$ cat config.mk
export PLATFORM = sky130hd
export DESIGN_NAME = ssd_phone_sequencer
export DESIGN_NICKNAME = d
export VERILOG_FILES = /design/src/rtl/ssd_seq_pkg.sv /design/src/rtl/ssd_phone_sequencer_tick_prescaler.sv /design/src/rtl/ssd_phone_sequencer.sv
export SDC_FILE = /design/constraint.sdc
export NUM_CORES = 1
export LEC_CHECK = 0
export BUFFER_PORTS_ARGS = -buffer_cell sky130_fd_sc_hd__buf_2
export CELL_PAD_IN_SITES_DETAIL_PLACEMENT = 1
export CELL_PAD_IN_SITES_GLOBAL_PLACEMENT = 2
export CORE_ASPECT_RATIO = 0.75
export CORE_UTILIZATION = 32
export CTS_CLUSTER_DIAMETER = 50
export DETAILED_ROUTE_END_ITERATION = 7
export PLACE_DENSITY_LB_ADDON = 0.1
export SYNTH_ARGS = -nofsm -noshare
export SYNTH_HDL_FRONTEND = slang
export SYNTH_HIERARCHICAL = 1
export SYNTH_SLANG_ARGS = --single-unit
$ cat constraint.sdc
create_clock -name clk -period 1.95 [get_ports clk]
set_input_delay 0.195 -clock clk [delete_from_list [all_inputs] [get_ports clk]]
set_output_delay 0.195 -clock clk [all_outputs]
set_load 0.005 [all_outputs]
$ cat src/rtl/ssd_seq_pkg.sv
// Shared types and sizing helpers for the phone-number SSD digit sequencer.
package ssd_seq_pkg;

    typedef enum logic [1:0] {
        IDLE = 2'd0,
        SHOW = 2'd1,
        GAP  = 2'd2
    } state_e;

    localparam int SEL_W = 3;

    // Tick counter must hold the largest phase length minus one.
    function automatic int tick_cnt_w(input int show_ticks, input int gap_ticks);
        int m;
        m = (show_ticks > gap_ticks) ? show_ticks : gap_ticks;
        return (m > 0) ? $clog2(m + 1) : 1;
    endfunction

endpackage

$ cat src/rtl/ssd_phone_sequencer_tick_prescaler.sv
// Free-running divider producing one tick every TICK_DIV enabled cycles.
module tick_prescaler #(
    parameter int TICK_DIV = 4
) (
    input  logic clk,
    input  logic rst_n,
    input  logic clr,
    input  logic en,
    output logic tick
);

    localparam int CW = (TICK_DIV > 1) ? $clog2(TICK_DIV) : 1;
    localparam logic [CW-1:0] LAST = CW'(TICK_DIV - 1);

    logic [CW-1:0] cnt_q, cnt_d;

    always_comb begin
        cnt_d = cnt_q;
        if (clr) begin
            cnt_d = '0;
        end else if (en) begin
            cnt_d = (cnt_q == LAST) ? '0 : cnt_q + 1'b1;
        end
    end

    always_ff @(posedge clk) begin
        if (!rst_n) begin
            cnt_q <= '0;
        end else begin
            cnt_q <= cnt_d;
        end
    end

    // Tick must not depend on clr: the caller derives clr from tick.
    assign tick = en && (cnt_q == LAST);

endmodule

$ cat src/rtl/ssd_phone_sequencer.sv
// Walks the SSD digit selector through all positions with a show phase and an optional blank gap per digit.
module ssd_phone_sequencer
    import ssd_seq_pkg::*;
#(
    parameter int TICK_DIV   = 4,
    parameter int SHOW_TICKS = 2,
    parameter int GAP_TICKS  = 1,
    parameter int NUM_DIGITS = 8
) (
    input  logic             clk,
    input  logic             rst_n,
    input  logic             start,
    input  logic             abort,
    input  logic             pause,
    input  logic             loop_en,
    output logic [SEL_W-1:0] selector_out,
    output logic             ssd_enable,
    output logic             busy,
    output logic             done
);

    localparam int TW = tick_cnt_w(SHOW_TICKS, GAP_TICKS);
    localparam logic [TW-1:0]    SHOW_LAST = TW'(SHOW_TICKS - 1);
    localparam logic [TW-1:0]    GAP_LAST  = TW'((GAP_TICKS > 0) ? GAP_TICKS - 1 : 0);
    localparam logic [SEL_W-1:0] SEL_LAST  = SEL_W'(NUM_DIGITS - 1);

    state_e           state_q, state_d;
    logic [SEL_W-1:0] sel_q, sel_d;
    logic             en_q, en_d;
    logic             busy_q, busy_d;
    logic             done_q, done_d;
    logic [TW-1:0]    tcnt_q, tcnt_d;
    logic             pre_clr;
    logic             digit_end;
    logic             tick;

    tick_prescaler #(.TICK_DIV(TICK_DIV)) u_prescaler (
        .clk   (clk),
        .rst_n (rst_n),
        .clr   (pre_clr),
        .en    (!pause),
        .tick  (tick)
    );

    always_comb begin
        state_d   = state_q;
        sel_d     = sel_q;
        en_d      = en_q;
        busy_d    = busy_q;
        done_d    = 1'b0;
        tcnt_d    = tcnt_q;
        pre_clr   = 1'b0;
        digit_end = 1'b0;

        unique case (state_q)
            IDLE: begin
                pre_clr = 1'b1;
                tcnt_d  = '0;
                sel_d   = '0;
                en_d    = 1'b0;
                busy_d  = 1'b0;
                if (start && !abort) begin
                    state_d = SHOW;
                    en_d    = 1'b1;
                    busy_d  = 1'b1;
                end
            end
            SHOW: begin
                if (!pause && tick) begin
                    if (tcnt_q == SHOW_LAST) begin
                        tcnt_d  = '0;
                        pre_clr = 1'b1;
                        if (GAP_TICKS > 0) begin
                            state_d = GAP;
                            en_d    = 1'b0;
                        end else begin
                            digit_end = 1'b1;
                        end
                    end else begin
                        tcnt_d = tcnt_q + 1'b1;
                    end
                end
            end
            GAP: begin
                if (!pause && tick) begin
                    if (tcnt_q == GAP_LAST) begin
                        tcnt_d    = '0;
                        pre_clr   = 1'b1;
                        digit_end = 1'b1;
                    end else begin
                        tcnt_d = tcnt_q + 1'b1;
                    end
                end
            end
            default: state_d = IDLE;
        endcase

        if (digit_end) begin
            if (sel_q < SEL_LAST) begin
                sel_d   = sel_q + 1'b1;
                state_d = SHOW;
                en_d    = 1'b1;
            end else if (loop_en) begin
                sel_d   = '0;
                state_d = SHOW;
                en_d    = 1'b1;
            end else begin
                sel_d   = '0;
                state_d = IDLE;
                en_d    = 1'b0;
                busy_d  = 1'b0;
                done_d  = 1'b1;
            end
        end

        // Abort overrides everything, including a completing pass.
        if (abort && state_q != IDLE) begin
            state_d = IDLE;
            sel_d   = '0;
            en_d    = 1'b0;
            busy_d  = 1'b0;
            done_d  = 1'b0;
            tcnt_d  = '0;
            pre_clr = 1'b1;
        end
    end

    always_ff @(posedge clk) begin
        if (!rst_n) begin
            state_q <= IDLE;
            sel_q   <= '0;
            en_q    <= 1'b0;
            busy_q  <= 1'b0;
            done_q  <= 1'b0;
            tcnt_q  <= '0;
        end else begin
            state_q <= state_d;
            sel_q   <= sel_d;
            en_q    <= en_d;
            busy_q  <= busy_d;
            done_q  <= done_d;
            tcnt_q  <= tcnt_d;
        end
    end

    assign selector_out = sel_q;
    assign ssd_enable   = en_q;
    assign busy         = busy_q;
    assign done         = done_q;

endmodule

# Word-level counts from Yosys, hierarchy flattened
# Cells that the tools add are included.
# word_totals
ff_bits,12
input_bits,6
wordCells,76
# classes
add_sub_neg,3
order_cmp,1
n_eq_ne,10
mux,35
bitwise,2
reduce_logical,18
# ops
op,n
$mux 1,19
$mux 2,9
$pmux 2 s3,2
$mux 3,3
$ne 3x3->1 const B,3
$ne 2x2->1 const B,3
$reduce_and 3->1,2
$reduce_bool 3->1,2
$add 2x1->2 const B,2
$eq 2x1->1 const B,2
$eq 2x2->1 const B,2
$logic_and 1x1->1,4
$logic_not 2->1,2
$reduce_and 4->1,1
$reduce_bool 2->1,2
$reduce_or 2->1,2
$reduce_or 4->1,1
$add 3x1->3 const B,1
$lt 3x3->1 const B,1
$pmux 1 s3,1
$logic_not 1->1,2
$not 1->1,2
$pmux 1 s2,1

# Depth between registers and ports, before layout
# Gate-level depths: netlist of the first run.
# logic_depth
depth_word,7
mapped_depth,9
mapped_depth_nobuf,8

# By module
# The synthesis of the first run kept the hierarchy.
# by_module_without_submodules
mod,instances,cells_per_inst,area_each_um2,seq_area_each_um2
ssd_phone_sequencer,1,77,649.4,200.2
tick_prescaler,1,10,102.6,40.0

# Worst setup path after synthesis of the first run
# No wires, ideal clock.
# synth_timing
kind,flip-flop to flip-flop
start,register u_prescaler.cnt_q[0]
end,register u_prescaler.cnt_q[0]
setup_time_ps,66
arrival_ps,1582
setup_slack_ps,302
stages_incl_launch_ff,10
cell_sequence,dfxtp_1 > ha_1 > and2_1 > and4b_1 > buf_4 > a31oi_1 > nor2b_1 > o21ai_1 > nand2b_1 > a21oi_2
# synth_between
elab_chain_cells,7
elab_cells_between_ends,10
cone_classes,add/sub (1); eq/ne (1); mux (5); reduce/logical (3)
# synth_rtl
element,line,source
from (decl),ssd_phone_sequencer_tick_prescaler.sv:15,"logic [CW-1:0] cnt_q, cnt_d;"
from (signal assigned),ssd_phone_sequencer_tick_prescaler.sv:30,cnt_q <= cnt_d;
$eq 2x2->1 *,ssd_phone_sequencer_tick_prescaler.sv:35,assign tick = en && (cnt_q == LAST);
$logic_and 1x1->1 *,ssd_phone_sequencer_tick_prescaler.sv:35,
net tick,ssd_phone_sequencer.sv:35,logic tick;
$logic_and 1x1->1 *,"ssd_phone_sequencer.sv:69, ssd_phone_sequencer.sv:85",
"$mux 1, on equally long branches","ssd_phone_sequencer.sv:85, ssd_phone_sequencer.sv:69",
$pmux 1 s3 *,ssd_phone_sequencer.sv:55,unique case (state_q)
$mux 1 *,ssd_phone_sequencer.sv:117,if (abort && state_q != IDLE) begin
net pre_clr,ssd_phone_sequencer.sv:33,logic pre_clr;
$reduce_or 2->1 (no source line) *,--,
# Mark *: on every way through the listed nets, which the timed path passes. The rest lies on a longest branch.
# A chain may end at the register's enable or synchronous reset.

# Final worst setup path of the first run
# layout_timing
start,register u_prescaler.cnt_q[0]
end,register u_prescaler.cnt_q[1]
# Same word-level chain as after synthesis.

==> results of run 1 <==
## through the flow
step,power [mW],area [um2]
floorplan,0.571,752
global placement,0.652,825
detailed placement,0.654,825
CTS,0.813,847
global route,0.862,847
finish,0.802,847
## Yosys cell counts
cell      instances  area share
a21oi_2           1       0.012
dfxtp_1          12        0.32
a22oi_1           1       0.010
nand2_1           7       0.035
and2_1            3       0.025
nor3b_1           1       0.010
and4b_1           2       0.027
and3_1            1      0.0083
nor2b_1           2       0.017
a22o_1            1       0.012
nand2b_1          5       0.042
a311oi_1          1       0.012
o21ai_0           1      0.0066
a211oi_1          1       0.010
nor3_1            1      0.0066
mux2i_1           5       0.067
a221oi_1          1       0.012
nor2_1           10       0.050
ha_1              9        0.15
a31oi_1           1      0.0083
buf_4             1       0.010
clkbuf_2          1      0.0066
nand4b_1          1       0.012
o21ai_1           1      0.0066
a21oi_1           4       0.027
nand3b_1          5       0.050
o21a_1            1       0.010
or3b_1            1       0.012
inv_1             6       0.030
## cell usage in the layout (no fill, tap or decap), drive strengths merged, types with 2 or more instances in the layout
cell type  Yosys  layout
a21oi          5       5
and2           3       3
and4b          2       2
buf            1      11
clkbuf         1       3
dfxtp         12      12
ha             9       9
inv            6       6
mux2i          5       5
nand2          7       7
nand2b         5       5
nand3b         5       5
nor2          10      10
nor2b          2       2
o21ai          2       2
## layout make-up
| cell class | count | area, um2 |
|---|---|---|
| Inverter | 6 | 22.5 |
| Sequential cell | 12 | 240 |
| Multi-Input combinational cell | 67 | 477 |
| Clock buffer | 3 | 22.5 |
| Timing Repair Buffer | 11 | 55.1 |
| Tap cell | 24 | 30.0 |
| Fill cell | 261 | 1250 |
## power by group
group          internal, mW  leakage (nW)  switching, mW
clock                0.0715        0.0138         0.0794
sequential            0.272        0.0972         0.0215
combinational         0.154         0.274          0.204
## flip-flops by register name (all words and copies together) (netlist names)
name               cells
tcnt_q                 2
u_prescaler/cnt_q      2
done                   1
state_q                2
busy                   1
ssd_enable             1
selector_out           3
## metal layers
metal  vias to the layer above  track usage
met1                       292        0.195
met2                        10        0.205
met4                         0       0.0571
met3                         2       0.0537
li1                        325            -
met5                         -            0
## final timing paths
check | end | slack, ns | start | cells past startpoint
setup reg to reg | u_prescaler/cnt_q[1]$_SDFFE_PP0P_ | 0.17 | u_prescaler/cnt_q[0]$_SDFFE_PP0P_ | 8
setup / recovery | u_prescaler/cnt_q[1]$_SDFFE_PP0P_ | 0.17 | u_prescaler/cnt_q[0]$_SDFFE_PP0P_ | 8
hold / removal | u_prescaler/cnt_q[0]$_SDFFE_PP0P_ | 0.23 | rst_n | 3
hold reg to reg | tcnt_q[1]$_SDFFE_PP0P_ | 0.48 | tcnt_q[1]$_SDFFE_PP0P_ | 2
## critical path, cell delays in order (launching register included)
cell and delay, ns:
dfxtp_1 0.33, ha_1 0.20, and2_1 0.19, and4b_1 0.29, a31oi_1 0.21, nor2b_1 0.17, o21ai_1 0.06, nand2b_1 0.17
nor2_1 0.10
## cells by family (layout without fill, tap and decap cells)
| family | count (synthesis) | count (layout) | share of synthesized area |
|---|---|---|---|
| AND/OR/NAND/NOR | 39 | 39 | 0.293 |
| AO/OA/AOI/OAI | 14 | 14 | 0.125 |
| flip-flops | 12 | 12 | 0.319 |
| adder cells (fa/ha/maj) | 9 | 9 | 0.150 |
| buffers and inverters | 8 | 20 | 0.0466 |
| multiplexers | 5 | 5 | 0.0666 |
==> results, run 1 <==
- The run finished, with violations left.
- The checks that failed: design-rule violations.
- Headroom to the max-slew limit came out at 0.813.
- In this run the standard cell core region covers 0.00210 mm2.
- The total number of nets in the final design is 116.
- The data arrival time of the critical path is 1.99 ns.
- In this run the number of H-tree levels came out at 1.
- Synthesis inferred 12 register bits.
- Dividing the synthesized area by the synthesized cell count gives 8.64 um2.
- The global-route usage over all layers is 0.143.
- In this run, post-CTS repair resized a total of 0 instances.
- The number of global-route vias before repair was 593.
- Setup repair after global routing left no endpoint under its margin.
- After clock tree synthesis, the clock-pin slew on the worst setup and hold paths is 0.07 ns.
- STA classifies the critical path endpoint as a register.
- TritonCTS built the clock tree.
- The transition time of the tightest slew-check pin is 0.273 ns.
- The initial antenna violation count came to 0.
- Dividing the detail-routed wire length by the instance count gives 13.2 um.
- The number of max-slew violations in the final report came to 0.
- Hold repair after CTS inserted 0 buffers.
- Clock tree synthesis found a total of 12 sinks.
- The total inserted antenna cells is 0.
- The number of nets still failing antenna checks after routing is 0.
- IR analysis of the VDD net gives a maximum drop of 0.357 mV.
- The post-synthesis net count is 102.
- The combined area of all synthesized cells is 752 um2.
- Detailed routing placed a total of 641 um of wire on met2.
- The number of instances in the synthesized netlist is 87.
- The congestion estimate from routability-driven global placement came to 0.786.
- The final count of negative-setup-slack endpoints is 0.
- The smallest hold slack is 0.229 ns.
- The detailed router put a total of 920 um of wire on met1.
- The number of warning messages in the yosys log is 6.
- The final standard cell utilization of the core is 0.403.
- The path class of the lowest-slack min-delay path is input port to register.
- Buffers placed on the I/O ports in this run total 11.
- The minimum clock period after layout is 1.78 ns.
- The area of the die is 0.00255 mm2.
- The number of different library cells used by synthesis comes to 29.
- The share of synthesized area occupied by flip-flops and latches is 0.319.
- In the final layout, the share of cells above drive strength 1 is 0.152.
- Global routing finished with a remaining overflow of 0.
- The final sum of negative setup slack is 0 ns.
- The first-pass GRT wire length is 2630 um.
- The worst path meets setup with 0.174 ns of slack.
- The initial cell density of the core is 0.358.
- The category of the worst setup path launch point is a register.
- The critical path is of the register to register type.
- The worst slack after detailed placement is 0.200 ns.
- Measured along the x axis, the die boundary spans 58.0 um.
- The number of vias per cell is 5.11.
- The number of DRC violations after detailed routing is 1.
- The hold violation count in the final report is 0.
- The final clock period utilization by the worst path is 0.911.
- The vertical die dimension is 44.0 um.
- The final wirelength is 1630 um.
- The total iterations of the first detailed-routing run is 6.
- Power spread over the standard cell area amounts to 947 mW/mm2.
- The synthesis-to-layout area growth is 12.6%.
- The placed instance count is 120.
- The initialized floorplan defines 14 standard-cell rows.
- The root buffer cell chosen for the clock tree is clkbuf_4.
- The worst-skew pair later-pin latency is 0.27 ns.
- Of all nets on the critical path, the largest fanout is 7.
- The total CTS buffers is 3.
- In the detailed route, the total length drawn on met3 is 52 um.
- The number of maximum-capacitance violations is 0.
- The I/O pin count is 12.
- The number of buffers inserted by post-CTS setup repair is 0.
- The clock arrives with 0.00210 ns of skew.
- Timing would allow up to 563 MHz.
- The highest metal layer carrying signal wires in the routed design is met4.
- Summed over all nets, the half-perimeter wirelength after detailed placement is 1330 um.
- The pin count of the biggest net entering global routing is 9.
- For this design the static power due to leakage is 0.385 nW.
- The number of cells in the finished layout apart from fillers is 123.
- The maximum root-to-sink buffer count is 2.
- For this block, the initial DRC count from the detailed router was 7.
- The vias after detailed routing is 629.
- The critical path required time is 2.16 ns.
Power figures use the tool's default switching activity.
==> run 2: changes to the inputs <==
- CORE_UTILIZATION: 32 -> 34
- clock period: 1.95 -> 2.2 ns (I/O delays scaled with it)
==> results, run 2 (same netlist as run 1, synthesis figures left out) <==
- The final clock period utilization by the worst path is 0.797.
- Measured against its own limit, the worst slew margin works out to 0.818.
- The minimum clock period after layout is 1.75 ns.
- Of the cells placed in the final design, the portion with a size suffix greater than 1 is 0.152.
- The register clock-pin slew on the reported worst setup and hold paths is 0.07 ns.
- The endpoint identified for the worst register-to-register timing path is u_prescaler/cnt_q[1]$_SDFFE_PP0P_.
- Summing all non-filler instances in the final layout gives an area of 847 um2.
- The horizontal die dimension is 56.3 um.
- The number of maximum-capacitance violations is 0.
- On the final layout, the worst clock skew is 0.00264 ns.
- The number of global-route vias before repair is 614.
- At the later pin of the worst-skew pair, clock insertion delay measures 0.27 ns.
- After detailed placement, the total cell area comes to 825 um2.
- The maximum single-stage delay on the critical path is 0.33 ns.
- The global route total overflow is 0.
- The launch instance of the worst min-delay path is rst_n.
- The total inserted antenna cells is 0.
- For the worst setup path, the data arrival time is 1.97 ns.
- In this run the critical register-to-register path is launched from u_prescaler/cnt_q[0]$_SDFFE_PP0P_.
- Walking the worst path, the cells encountered are ha_1, and2_1, and4b_1, a31oi_1, nor2b_1, o21ai_1, nand2b_1, nor2_1.
- The hold violation count in the final report is 0.
- In the routed layout, each cell is associated on average with a via count of 5.15.
- The standard-cell row count is 14.
- The library cells used most frequently in the layout, excluding fill and tap cells, are dfxtp_1 (12), buf_2 (11), nor2_1 (10).
- The capture endpoint of the worst hold path is u_prescaler/cnt_q[0]$_SDFFE_PP0P_.
- The clock root buffer is clkbuf_4.
- In this run the worst path has a maximum fanout of 7.
- IR analysis of the VDD net gives a maximum drop of 0.417 mV.
- Relative to the synthesized area, the layout overhead comes to 12.6%.
- For this design the top-level I/O count stands at 12.
- The total of buffers placed on input and output ports is 11.
- The first-pass GRT wire length is 2760 um.
- The family with the most delay on the worst path is simple AND/OR/NAND/NOR gates.
- The area of the die is 0.00241 mm2.
- The die is 42.7 um tall.
- The total CTS buffers is 3.
- The element type at the critical path end is a register.
- For the worst flop-to-flop path, the logic depth is 8.
- The number of DRC markers after the initial detailed-route iteration is 11.
- The final standard cell utilization of the core is 0.413.
- For this configuration, the core starts out at a cell density of 0.367.
- The detail-routed net length per standard cell is 12.9 um.
- The final total power is 0.708 mW.
- Setup repair after global routing left no endpoint under its margin.
- The category of the worst setup path launch point is a register.
- The detailed router placed 633 vias in this run.
- The run finished with clean final reports.
- The post-cts resize count is 0.
- The pin count of the biggest net entering global routing is 9.
- The detail route stage leaves a number of antenna-violating nets equal to 0.
- For this run, the total global-route usage over all layers was measured as 0.157.
- The final estimated routing congestion in global placement is 0.756.
- The critical path required time is 2.41 ns.
- The initial antenna violation count came to 0.
- The number of buffers inserted by post-CTS setup repair is 0.
- The total number of nets in the final design is 116.
- CTS built an H-tree with a depth of 1.
- The min-delay analysis places its worst path in the category input port to register.
- Setup violations remaining at the end of the flow were counted as 0.
- The maximum achievable frequency is 570 MHz.
- The tree built by TritonCTS fans out to 12 sinks.
- The placeable core region is 0.00205 mm2.
- The number of max-slew violations in the final report is 0.
- The number of buffers inserted for hold repair after clock tree synthesis is 0.
- The pre-antenna-repair detailed-routing pass consisted of 4 iterations.
- The critical path class is register to register.
- TritonCTS built the clock tree.
- For this design, the slowest cell found on the critical path is dfxtp_1.
- The register with the most flip-flops in the layout has 3 of them.
- The maximum root-to-sink buffer count is 2.
- The buffering stage count on the worst path with inverters included is 0.
- At the pin with the least slew margin, the transition time is 0.265 ns.
- After detailed routing, the number of remaining DRC violations is 0.
- The routed design has 1590 um of wire.
- In this run the static leakage power is 0.385 nW.
- The number of cells on the worst hold path is 3.
- Leaving out fill and tap cells, the most frequent cell in the layout is dfxtp_1.
- The power per cell area is 835 mW/mm2.
- Setup slack on the worst reg-to-reg path comes out at 0.45 ns.
- The post-detailed-placement half-perimeter wirelength is 1280 um.
- Setup total negative slack on the finished layout was measured at 0 ns.
## run 2: cell counts in the layout (fill, tap and decap cells not counted)
No cell type changed its count.
## run 2: stage by stage
stage / cells / hold WS [ns] / setup slack (ns)
global placement: 120 / 0.464 / 0.475
detailed placement: 120 / 0.481 / 0.451
finish: 123 / 0.240 / 0.447
CTS: 123 / 0.232 / 0.422
floorplan: 87 / 0.383 / 0.552
global route: 123 / 0.252 / 0.293
## run 2: area by class of cell
type                    instances  area [um2]
fillers                       263        1200
multi-input cells              67         477
flip-flops and latches         12         240
repair buffers                 11        55.1
well taps                      24        30.0
clock buffers                   3        22.5
inverters                       6        22.5
## run 2: worst max-delay path by stage
stage	start	end	slack, ns	cells after the start
after global routing	u_prescaler/cnt_q[0]$_SDFFE_PP0P_	u_prescaler/cnt_q[0]$_SDFFE_PP0P_	0.29	8
final	u_prescaler/cnt_q[0]$_SDFFE_PP0P_	u_prescaler/cnt_q[1]$_SDFFE_PP0P_	0.45	8
after floorplan	u_prescaler/cnt_q[0]$_SDFFE_PP0P_	u_prescaler/cnt_q[0]$_SDFFE_PP0P_	0.55	9
after CTS	u_prescaler/cnt_q[0]$_SDFFE_PP0P_	u_prescaler/cnt_q[1]$_SDFFE_PP0P_	0.42	8
after global placement	u_prescaler/cnt_q[0]$_SDFFE_PP0P_	u_prescaler/cnt_q[1]$_SDFFE_PP0P_	0.47	8
after detailed placement	u_prescaler/cnt_q[0]$_SDFFE_PP0P_	u_prescaler/cnt_q[1]$_SDFFE_PP0P_	0.45	8
## run 2: worst register-to-register path, stage by stage (launching register included)
cell and delay, ns:
dfxtp_1 0.33, ha_1 0.21, and2_1 0.19, and4b_1 0.28, a31oi_1 0.20, nor2b_1 0.15, o21ai_1 0.06, nand2b_1 0.16
nor2_1 0.10
## run 2: routing by layer
metal	GRT usage	wire length, um
met1	0.208	806
met2	0.236	698
met3	0.0640	66
met4	0.0439	14
met5	0	0
## run 2: report_power, final
| part | internal [mW] | switching, mW | total (mW) |
|---|---|---|---|
| logic | 0.136 | 0.175 | 0.311 |
| registers | 0.241 | 0.0195 | 0.260 |
| clock network | 0.0634 | 0.0730 | 0.136 |
